===== src/rtl/ahb_bus_arbiter.sv =====
// AHB-Lite bus arbiter: round-robin grant among NM masters, re-arbitrated only at
// transfer boundaries. Address/control follow the address-phase owner and write data
// follows the data-phase owner, so a handover never drops an in-flight write.
module ahb_bus_arbiter #(
  parameter int unsigned NM       = 4,  // 2..4, HMASTER is 2 bits wide
  parameter int unsigned MAX_HOLD = 8   // 0 disables the tenure limit
) (
  input  logic             HCLK,
  input  logic             HRESETn,
  input  logic [NM-1:0]    HBUSREQ,
  output logic [NM-1:0]    HGRANT,
  output logic [1:0]       HMASTER,
  input  logic [NM*32-1:0] M_HADDR,
  input  logic [NM*32-1:0] M_HWDATA,
  input  logic [NM-1:0]    M_HWRITE,
  input  logic [NM*2-1:0]  M_HTRANS,
  input  logic             HREADY,
  output logic [31:0]      HADDR,
  output logic [31:0]      HWDATA,
  output logic             HWRITE,
  output logic [1:0]       HTRANS
);

  localparam int unsigned CntW = (MAX_HOLD > 1) ? $clog2(MAX_HOLD) : 1;
  localparam logic [CntW-1:0] CntMax = (MAX_HOLD > 0) ? CntW'(MAX_HOLD - 1) : '0;

  typedef enum logic {StPark, StOwn} state_e;

  state_e          state_q;
  logic [NM-1:0]   hgrant_q;
  logic [1:0]      hmaster_q;
  logic [1:0]      data_owner_q;  // data-phase owner, lags hmaster_q by one accepted edge
  logic [CntW-1:0] cnt_q;

  logic [1:0]      cand;
  logic [1:0]      idx;
  logic            found;
  logic            owner_req;
  logic            other_req;

  assign HGRANT    = hgrant_q;
  assign HMASTER   = hmaster_q;
  assign owner_req = |(HBUSREQ & hgrant_q);
  assign other_req = |(HBUSREQ & ~hgrant_q);

  // Round-robin search from the slot after the current owner; owner itself is last.
  always_comb begin
    cand  = hmaster_q;
    found = 1'b0;
    idx   = '0;
    for (int unsigned k = 1; k <= NM; k++) begin
      idx = 2'((32'(hmaster_q) + k) % NM);
      if (!found && HBUSREQ[idx]) begin
        found = 1'b1;
        cand  = idx;
      end
    end
  end

  // Shared bus mux: address/control from the address owner, write data from the data owner.
  always_comb begin
    HADDR  = '0;
    HWRITE = 1'b0;
    HTRANS = 2'b00;
    HWDATA = '0;
    for (int unsigned i = 0; i < NM; i++) begin
      if (hmaster_q == 2'(i)) begin
        HADDR  = M_HADDR[32*i +: 32];
        HWRITE = M_HWRITE[i];
        HTRANS = M_HTRANS[2*i +: 2];
      end
      if (data_owner_q == 2'(i)) begin
        HWDATA = M_HWDATA[32*i +: 32];
      end
    end
  end

  // Arbitration FSM with registered grant, owner, data owner and hold counter.
  always_ff @(posedge HCLK or negedge HRESETn) begin
    if (!HRESETn) begin
      state_q      <= StPark;
      hgrant_q     <= NM'(1);
      hmaster_q    <= 2'd0;
      data_owner_q <= 2'd0;
      cnt_q        <= '0;
    end else if (HREADY) begin
      data_owner_q <= hmaster_q;
      unique case (state_q)
        StPark: begin
          if (|HBUSREQ) begin
            state_q   <= StOwn;
            hmaster_q <= cand;
            hgrant_q  <= NM'(1) << cand;
            cnt_q     <= '0;
          end
        end
        StOwn: begin
          if (!owner_req && HTRANS == 2'b00) begin
            cnt_q <= '0;
            if (other_req) begin
              hmaster_q <= cand;
              hgrant_q  <= NM'(1) << cand;
            end else begin
              state_q   <= StPark;
              hmaster_q <= 2'd0;
              hgrant_q  <= NM'(1);
            end
          end else if (owner_req && HTRANS[1] && (MAX_HOLD > 0)) begin
            if (cnt_q == CntMax && other_req) begin
              // Tenure limit reached with a competitor waiting: forced handover.
              hmaster_q <= cand;
              hgrant_q  <= NM'(1) << cand;
              cnt_q     <= '0;
            end else if (cnt_q != CntMax) begin
              cnt_q <= cnt_q + CntW'(1);
            end
          end
        end
        default: state_q <= StPark;
      endcase
    end
  end

endmodule

===== config.mk =====
export PLATFORM = sky130hd
export DESIGN_NAME = ahb_bus_arbiter
export DESIGN_NICKNAME = d
export VERILOG_FILES = /design/src/rtl/ahb_bus_arbiter.sv
export SDC_FILE = /design/constraint.sdc
export NUM_CORES = 1
export LEC_CHECK = 0
export BUFFER_PORTS_ARGS = -buffer_cell sky130_fd_sc_hd__buf_4
export CAP_MARGIN = 20
export CORE_AREA = 2 2 134 136
export DETAILED_ROUTE_END_ITERATION = 7
export DIE_AREA = 0 0 136 138
export PLACE_DENSITY = 0.58
export SKIP_CTS_REPAIR_TIMING = 1
export SLEW_MARGIN = 20
export SYNTH_ARGS = -nofsm -noshare
export SYNTH_HDL_FRONTEND = slang
export SYNTH_SLANG_ARGS = --single-unit

===== constraint.sdc =====
create_clock -name HCLK -period 2.3 [get_ports HCLK]
set_input_delay 0.345 -clock HCLK [delete_from_list [all_inputs] [get_ports HCLK]]
set_output_delay 0.345 -clock HCLK [all_outputs]
set_load 0.005 [all_outputs]

After elaboration in Yosys (flattened, before gate mapping). Cells that the tools add are included.

Flip-flop bits (word level): 12. Bits in latches: 0. Bits in writable memories: 0. Bits in read-only memories: 0. Word-level logic and storage cells: 102. Memories: 0.

$add $sub $neg: 5. Multipliers: 0. Divide/modulo/power cells: 0. Magnitude comparators: 4. Equality and inequality tests: 12. Shift operators: 1. Mux-type cells: 53. Bitwise logic cells: 4. Reduce and logical (&&, ||, !) cells: 18.

Operator list (count): $mux W32 (8); $mux W2 (13); $mux W4 (5); $mux W3 (5); $mux W1 (14); $lt A2 B3 Y1 const B (4); $reduce_or A4 Y1 (3); $and A4 B4 Y4 (2); $bmux W1 S2 (4); $eq A2 B2 Y1 const B (4); $pmux W4 S2 (1); $reduce_and A4 Y1 (2); $logic_and A1 B1 Y1 (6); $logic_not A2 Y1 (3); $ne A3 B1 Y1 const B (2); $pmux W3 S2 (1); $add A2 B1 Y2 const B (2); $add A2 B2 Y2 const B (2); $eq A2 B1 Y1 const B (2); $logic_not A1 Y1 (4); $ne A4 B1 Y1 const B (1); $not A4 Y4 (1); $pmux W2 S2 (1); $shl A1 B2 Y4 const A (1); other kinds (6) (6).

Depth between registers and ports, before layout. Gate-level depths: netlist of the first run.

Word-level depth: 18. Mapped depth: 11. Depth with buffers taken out: 8.

Worst setup path after synthesis of the first run. Ideal clock, no wire load.

Path type: register to register. From: register hmaster_q[0], in the netlist HMASTER[0]. To: register hgrant_q[1], in the netlist HGRANT[1]. Arrival time: 2.216 ns. Slack: -0.037 ns. Stages on the path, launching flop included: 12. Buffers on the path: 3. Period minus slack after synthesis: 2.337 ns. Cell sequence: dfrtp_1 > buf_6 > inv_1 > ha_1 > buf_2 > nor3b_1 > a211oi_2 > o31ai_4 > o21ai_1 > buf_4 > nor2_1 > a32o_2.

RTL lines: from (decl) (line 31) `logic [1:0] hmaster_q;`; from (signal assigned) (line 92) `hmaster_q <= cand;`; from (signal assigned) (line 101) `hmaster_q <= cand;`; from (signal assigned) (line 111) `hmaster_q <= cand;`; $logic_not A2 Y1 (line 67) `if (hmaster_q == 2'(i)) begin`; $mux W2 (3 in series) (line 67); $mux W2 * (line 67); net HTRANS[0] (line 21) `output logic [1:0] HTRANS`; $logic_not A2 Y1 * (line 98) `if (!owner_req && HTRANS == 2'b00) begin`; $logic_and A1 B1 Y1 * (line 98); $ne A3 B1 Y1 (no source line) or $mux W4 (tied branches); $reduce_and A4 Y1 (no source line) or $pmux W4 S2 (tied branches); to (signal assigned) (line 93) `hgrant_q <= NM'(1) << cand;`; to (signal assigned) (line 102) `hgrant_q <= NM'(1) << cand;`; to (signal assigned) (line 112) `hgrant_q <= NM'(1) << cand;`; to (decl) (line 30) `logic [NM-1:0] hgrant_q;`.

The timed path passes the listed nets; every way through them passes the cells marked *. The select of a mux whose other input is x is not followed. A chain may end at the register's enable or synchronous reset.

Worst setup path in the final report of the first run.
From: register hmaster_q[0], in the netlist HMASTER[0]. To: register hgrant_q[0], in the netlist HGRANT[0].

Longest elaborated chain between the ends: 18.

RTL lines: $add A2 B1 Y2 (line 52) `idx = 2'((32'(hmaster_q) + k) % NM);`; $bmux W1 S2 (line 53) `if (!found && HBUSREQ[idx]) begin`; $mux W1 (implied by the code) (line 53); $mux W1 (line 53); $logic_not A1 Y1 (line 53); $logic_and A1 B1 Y1 (line 53); $mux W1 (line 53); $logic_not A1 Y1 (line 53); [2 not listed]; $logic_not A1 Y1 (line 53); $logic_and A1 B1 Y1 (line 53); $mux W2 (line 53); $shl A1 B2 Y4 (line 93, 102, 112); $mux W4 (line 109) `if (cnt_q == CntMax && other_req) begin`; $mux W4 (line 108) `end else if (owner_req && HTRANS[1] && (MAX_HOLD > 0)) begin`; $mux W4 (line 98); $pmux W4 S2 (line 88) `unique case (state_q)`.

Parallel ways exist; a longest one is shown, timed or not. The select of a mux whose other input is x is not followed.

==> metrics.md, run 1 <==
| Metric | Value |
|---|---|
| Status | `finished, final reports clean` |
| Syn_area_per_cell | `7.36 sq um` |
| Multi-input logic area | `2500 sq um` |
| Hold WS | `0.332 ns` |
| Total track usage | `0.155` |
| Simple logic cell fraction of the synthesized area | `0.237` |
| Initial core utilization | `0.166` |
| First-pass GRT wire length | `23,300 um` |
| Slew Limit Headroom | `0.698` |
| Post-synth cell types | `45` |
| Die H | `138 um` |
| Nets | `1,013` |
| Layout cell share with drive strength beyond 1 | `0.595` |
| RSZ-0062 raised after global routing | `yes` |
| Setup violations, final | `0` |
| CP Capture Type | `flop` |
| Ys flop type | `dfrtp_1` |
| Antenna violations before repair | `5` |
| Final Hold Fails | `0` |
| Dpl ws | `0.00729 ns` |
| DRC | `0` |
| Largest stage delay on the critical path | `0.44 ns` |
| XOR/XNOR Fraction of Synth Area | `0.00301` |
| Sequential-to-total area share from yosys stat | `0.103` |
| Port bufs | `347` |
| GP Congestion | `0.815` |
| Critical path required time | `2.47 ns` |
| Wire per inst | `16.7 um` |
| Post-synthesis adder-cell area fraction | `0.0258` |
| Post-synthesis mux area share | `0.304` |
| Top Ports | `348` |
| CP bufs+invs | `2` |
| CTS tree | `yes` |
| Vias per inst | `4.42` |
| FFs w/ async S/R, synth | `1.00` |
| Crit path max-delay cell type | `dfrtp_2` |
| Post-synth EDFFs | `0` |
| Register area | `304 sq um` |
| Family with the most delay on the worst path | `simple AND/OR/NAND/NOR gates` |
| Clk sinks | `12` |
| PD cells | `1090 nW/um^2` |
| Synth Instances | `396` |
| Largest net degree at the start of global routing | `66` |
| Worst Hold Class | `in2reg` |
| First drt pass iteration count | `4` |
| Worst setup SP type | `flop` |
| Tmin final | `2.23 ns` |
| Final period util | `0.970` |
| # fillers | `1,880` |
| Die Area | `18,800 sq um` |
| MaxCap Viol Count | `0` |
| # rows | `49` |
| Clk buf depth | `2` |
| Core Area | `17,500 sq um` |
| Worst vdd rail ir drop | `0.000904 V` |
| TritonCTS Buffers | `3` |
| Clock Root Buffer | `clkbuf_16` |
| Area growth, synth to finish | `109%` |
| Worst slew pin tran | `0.453 ns` |
| Arrival time at the worst endpoint | `2.40 ns` |
| Worst Skew | `0.000827 ns` |
| Cell mode on critical path | `buf_4` |
| Detailed Route Iter0 Violations | `180` |
| Die Span X | `136 um` |
| Critical Path, Cell by Cell | `buf_4, ha_4, nand3b_1, a211oi_4, and4b_1, o21ai_2, buf_4, nor2b_1, a21oi_1` |
| CTS clk-pin slew, worst paths | `0.04 ns` |
| Routed WL | `16,100 um` |
| Crit-path max FO | `7` |
| Largest family of logic cells by synthesized area | `multiplexers` |
| Syn_nets | `677` |
| Pleak | `2.90 nW` |
| Remaining antenna violation count after routing | `0` |
| Clock latency on the worst-skew pair | `0.24 ns` |
| Vias in the first global route | `4,316` |
| Setup WS post-layout | `0.0679 ns` |
| Register bit total from synthesis | `12` |
| Remaining Overflow, GRT | `0` |
| Fin util | `0.347` |
| Synth Area in Compound Gates | `0.266` |
| YS warnings | `0` |
| FMAX | `448 MHz` |
| Mapped cell area | `2910 sq um` |
| Setup CP Type | `reg2reg` |
| Via Count | `4,252` |
| Count of pins over their slew limit | `0` |
| H-tree depth | `1` |
| Post-DP HPWL | `13,000 um` |
[worst register-to-register path, stage by stage (launching register included)]
cell and delay, ns:
dfrtp_2 0.44, buf_4 0.15, ha_4 0.20, nand3b_1 0.21, a211oi_4 0.35, and4b_1 0.27, o21ai_2 0.11, buf_4 0.18
nor2b_1 0.13, a21oi_1 0.12
[cell type report]
class / count / area share
antenna: 1 / 0.000411
clock buffer: 4 / 0.0146
multi-input combinational: 342 / 0.410
sequential: 12 / 0.0499
inverter: 5 / 0.00349
timing repair buffer: 368 / 0.474
tap: 229 / 0.0471
[power breakdown]
part           total, mW  leakage (nW)  internal [mW]  switching, mW
logic               5.88          2.71           3.16           2.71
registers          0.393         0.147          0.307         0.0862
clock network      0.352        0.0442          0.262         0.0900
[cell families (layout without fill, tap and decap cells)]
kind of cell               Yosys count  after routing
adders and majority gates            6              6
DFF                                 12             12
other                                0              1
buffers and inverters               42            377
xor gates and xnor gates             1              1
muxes                               44             44
and+or+nand+nor                    161            161
AOI/OAI and AO/OA                  130            130
[cell usage in the layout, fill, tap and decap left out, drive strengths merged, types with 3 or more instances in the layout]
master	count
a211oi	4
a21oi	71
a22oi	4
buf	364
clkbuf	7
dfrtp	11
ha	6
inv	5
mux2	6
mux2i	3
mux4	35
nand2	71
nor2	67
nor2b	6
nor3b	3
o211ai	3
o21ai	40
[state kept, by name, indices dropped and copies added, names as in the netlist]
name / flops
cnt_q: 3
HGRANT: 4
state_q: 1
HMASTER: 2
data_owner_q: 2
[metrics by stage]
stage / setup TNS (ns) / total power [mW] / area, sq um / cells
global route: -0.781 / 7.23 / 6090 / 960
detailed placement: 0 / 5.84 / 5820 / 948
global placement: 0 / 5.81 / 5820 / 948
CTS: -0.884 / 6.22 / 5910 / 952
floorplan: 0 / 3.48 / 2920 / 396
finish: 0 / 6.62 / 6090 / 961
[final timing paths]
check	end	cells after the start	slack [ns]	start
max in group asynchronous	HGRANT[0]	2	1.58	HRESETn
worst min-delay path	state_q	2	0.33	HREADY
worst max register to register	HGRANT[0]	9	0.07	HMASTER[0]
min in group asynchronous	HGRANT[1]	2	0.49	HRESETn
worst min register to register	cnt_q[1]	1	0.50	cnt_q[1]
worst max-delay path	HGRANT[0]	9	0.07	HMASTER[0]
[cells in the mapped netlist, types with 2 or more instances]
master,number,area share
nand2_1,71,0.091
nor2_1,66,0.085
nor3b_1,2,0.0052
a211oi_2,3,0.013
o211ai_1,3,0.0077
o21ai_0,35,0.060
a21oi_1,70,0.12
or3_1,2,0.0043
buf_4,2,0.0052
buf_1,5,0.0064
nand2b_1,2,0.0043
mux4_2,35,0.27
mux2_2,2,0.0077
a22oi_1,4,0.010
mux2i_1,3,0.010
inv_1,5,0.0064
mux2_1,4,0.015
nor2b_1,5,0.011
nand3b_1,2,0.0052
clkbuf_1,24,0.031
o21a_1,2,0.0052
dfrtp_1,11,0.094
ha_1,6,0.026
buf_2,5,0.0086
nand3_1,2,0.0034
o21ai_1,5,0.0086
nor3_1,2,0.0034
[per-layer routing]
layer | up-vias | routed length, um | global-route usage
li1 | 2107 | - | -
met3 | 32 | 1480 | 0.0462
met5 | - | 47 | 0
met1 | 1945 | 6600 | 0.197
met4 | 8 | 295 | 0.0351
met2 | 160 | 7660 | 0.257
No activity file was read; power rests on OpenSTA's default activity.
==> inputs of run 2 (changes only) <==
Settings changed: CORE_AREA 2 2 134 136 to 3 3 135 137, DIE_AREA 0 0 136 138 to 0 0 138 140.
==> run 2 against run 1 <==
The flow now finishes with violations (setup timing). Clock-buffer cell count did not move. Routed wire length rose by 3.8%. Non-clock buffer count rose by 24. Power rose by 7.9%. Sequential share of layout area fell by 0.22 points. Setup slack got worse by 0.072 ns. Sequential power rose by 12%. Critical path type is now reg2out. Clock power rose by 1%. Die area rose by 2.9%. Combinational power rose by 8.0%. Final cell count rose by 2.2%. Cell area rose by 4.6%.
==> metrics.md, run 2 (same netlist as run 1, synthesis figures left out) <==
| Metric | Value |
|---|---|
| Final non-filler cell total | `982` |
| Most common cell after layout, fill and taps aside | `buf_4` |
| Clk buf depth | `2` |
| Clk sinks | `12` |
| Routed WL | `16,700 um` |
| Detailed Route Iter0 Violations | `189` |
| Via Count | `4,335` |
| R2r setup slk | `0.03 ns` |
| Comb power frac | `0.889` |
| First drt pass iteration count | `6` |
| R2r worst-path depth | `11` |
| Cell mode on critical path | `buf_12` |
| FMAX | `434 MHz` |
| Top Ports | `348` |
| P_int | `4.12 mW` |
| Vias per inst | `4.41` |
| TNS Setup | `-0.00383 ns` |
| Arrival time at the worst endpoint | `1.96 ns` |
| Hold WS | `0.366 ns` |
| Sw Ratio | `0.423` |
| TritonCTS Buffers | `3` |
| Die Area | `19,300 sq um` |
| Dpl ws | `-0.0659 ns` |
| Worst Skew | `0.00646 ns` |
| Nets | `1,037` |
| Status | `complete, but fails checks` |
| Largest net degree at the start of global routing | `44` |
| Count of pins over their slew limit | `0` |
| H-tree depth | `1` |
| Critical path required time | `1.96 ns` |
| Die Span X | `138 um` |
| Port bufs | `347` |
| Setup CP Type | `reg2out` |
| Pleak | `3.04 nW` |
| Clock power frac | `0.050` |
| MaxCap Viol Count | `0` |
| DRC | `0` |
| Post-route cell area | `6370 sq um` |
| Placed Cells | `959` |
| CTS tree | `yes` |
| Worst setup SP type | `flop` |
| Core Area | `17,200 sq um` |
| First-pass GRT wire length | `24,300 um` |
| Hold Path Depth | `2` |
| Die H | `140 um` |
| Initial core utilization | `0.170` |
| Commonest cells after routing, fill and taps aside | `buf_4, nand2_1, a21oi_1, nor2_1, mux4_2` |
| GP Congestion | `0.877` |
| Setup crit start | `HMASTER[0]` |
| Layout cell share with drive strength beyond 1 | `0.623` |
| Remaining Overflow, GRT | `0` |
| RSZ-0062 raised after global routing | `yes` |
| Largest stage delay on the critical path | `0.45 ns` |
| Final Hold Fails | `0` |
| Clock latency on the worst-skew pair | `0.24 ns` |
| Worst r2r src | `HMASTER[0]` |
| Clock Root Buffer | `clkbuf_16` |
| Remaining antenna violation count after routing | `0` |
| Post-DP HPWL | `14,200 um` |
| Final period util | `1.00` |
| Crit path capture | `HADDR[0]` |
| Largest register FFs | `4` |
| P_sw | `3.02 mW` |
| Wire per inst | `17.0 um` |
| Total track usage | `0.155` |
| CP Capture Type | `output port` |
| Register share of total power | `0.061` |
| Crit-path max FO | `11` |
| # rows | `48` |
| Tmin final | `2.30 ns` |
| Worst vdd rail ir drop | `0.000570 V` |
| Vias in the first global route | `4,270` |
| Antenna violations before repair | `2` |
| CTS clk-pin slew, worst paths | `0.05 ns` |
| PD cells | `1120 nW/um^2` |
| Placed cell areas | `5920 sq um` |
| Failing checks | `setup timing` |
| Setup WS post-layout | `-0.00383 ns` |
| Worst Hold Class | `in2reg` |
| Worst r2r dst | `HGRANT[1]` |
| Critical Path, Cell by Cell | `buf_12, ha_4, buf_12, buf_8, nor2_2, a21oi_1, nor2_1, a21oi_2, o21ai_2, buf_4` |
| Area growth, synth to finish | `119%` |
| # fillers | `1,797` |
| Crit path max-delay cell type | `dfrtp_2` |
| Setup violations, final | `1` |
| Worst slew pin tran | `0.451 ns` |
| Slew Limit Headroom | `0.699` |
-- run 2: cell types whose count changed in the layout (fill, tap and decap cells not counted), sizes merged --
cell | previous run | this run
buf | 364 | 390
clkbuf | 7 | 5
diode | 1 | 2
-- run 2: routing by layer --
layer | up-vias | wire length, um | track usage
met2 | 143 | 8590 | 0.274
li1 | 2155 | - | -
met3 | 10 | 987 | 0.0307
met5 | - | 17 | 0
met4 | 2 | 91 | 0.0140
met1 | 2025 | 7020 | 0.204
-- run 2: worst min-delay path by stage --
stage | start | endpoint | slack, ns
6_report | HREADY | state_q | 0.37
5_1_grt | HREADY | state_q | 0.37
4_1_cts | HRESETn | HMASTER[0] | -0.06
3_5_place_dp | HRESETn | data_owner_q[1] | 0.20
3_3_place_gp | HRESETn | data_owner_q[1] | 0.20
2_1_floorplan | HRESETn | HGRANT[1] | 0.05
-- run 2: final cells by class --
| type | instances | area, sq um | share of cell area |
|---|---|---|---|
| antenna | 2 | 5.00 | 0.000786 |
| clock buffer | 4 | 88.8 | 0.0139 |
| inverter | 5 | 21.3 | 0.00334 |
| multi-input combinational | 342 | 2570 | 0.403 |
| sequential | 12 | 304 | 0.0477 |
| tap | 225 | 282 | 0.0442 |
| timing repair buffer | 392 | 3100 | 0.487 |
-- run 2: critical path: cells and delay by family (launching register included) --
kind,cells,cell delay (ns)
compound gates,3,0.28
fa+ha+maj,1,0.18
buf+inv,4,0.56
flops,1,0.45
simple gates,2,0.23
-- run 2: through the flow --
stage          utilization  total power, mW
5_1_grt              0.370             7.74
3_5_place_dp         0.345             6.11
6_report             0.371             7.14
2_1_floorplan            -             3.48
4_1_cts              0.350             6.49
3_3_place_gp         0.345             6.08
-- run 2: power by group through the flow --
stage / Sequential [mW] / Combinational [mW] / Clock (mW)
2_1_floorplan: 0.380 / 3.10 / 0
3_5_place_dp: 0.433 / 5.67 / 0
3_3_place_gp: 0.436 / 5.64 / 0
4_1_cts: 0.434 / 5.69 / 0.364
6_report: 0.439 / 6.35 / 0.356
5_1_grt: 0.458 / 6.91 / 0.370
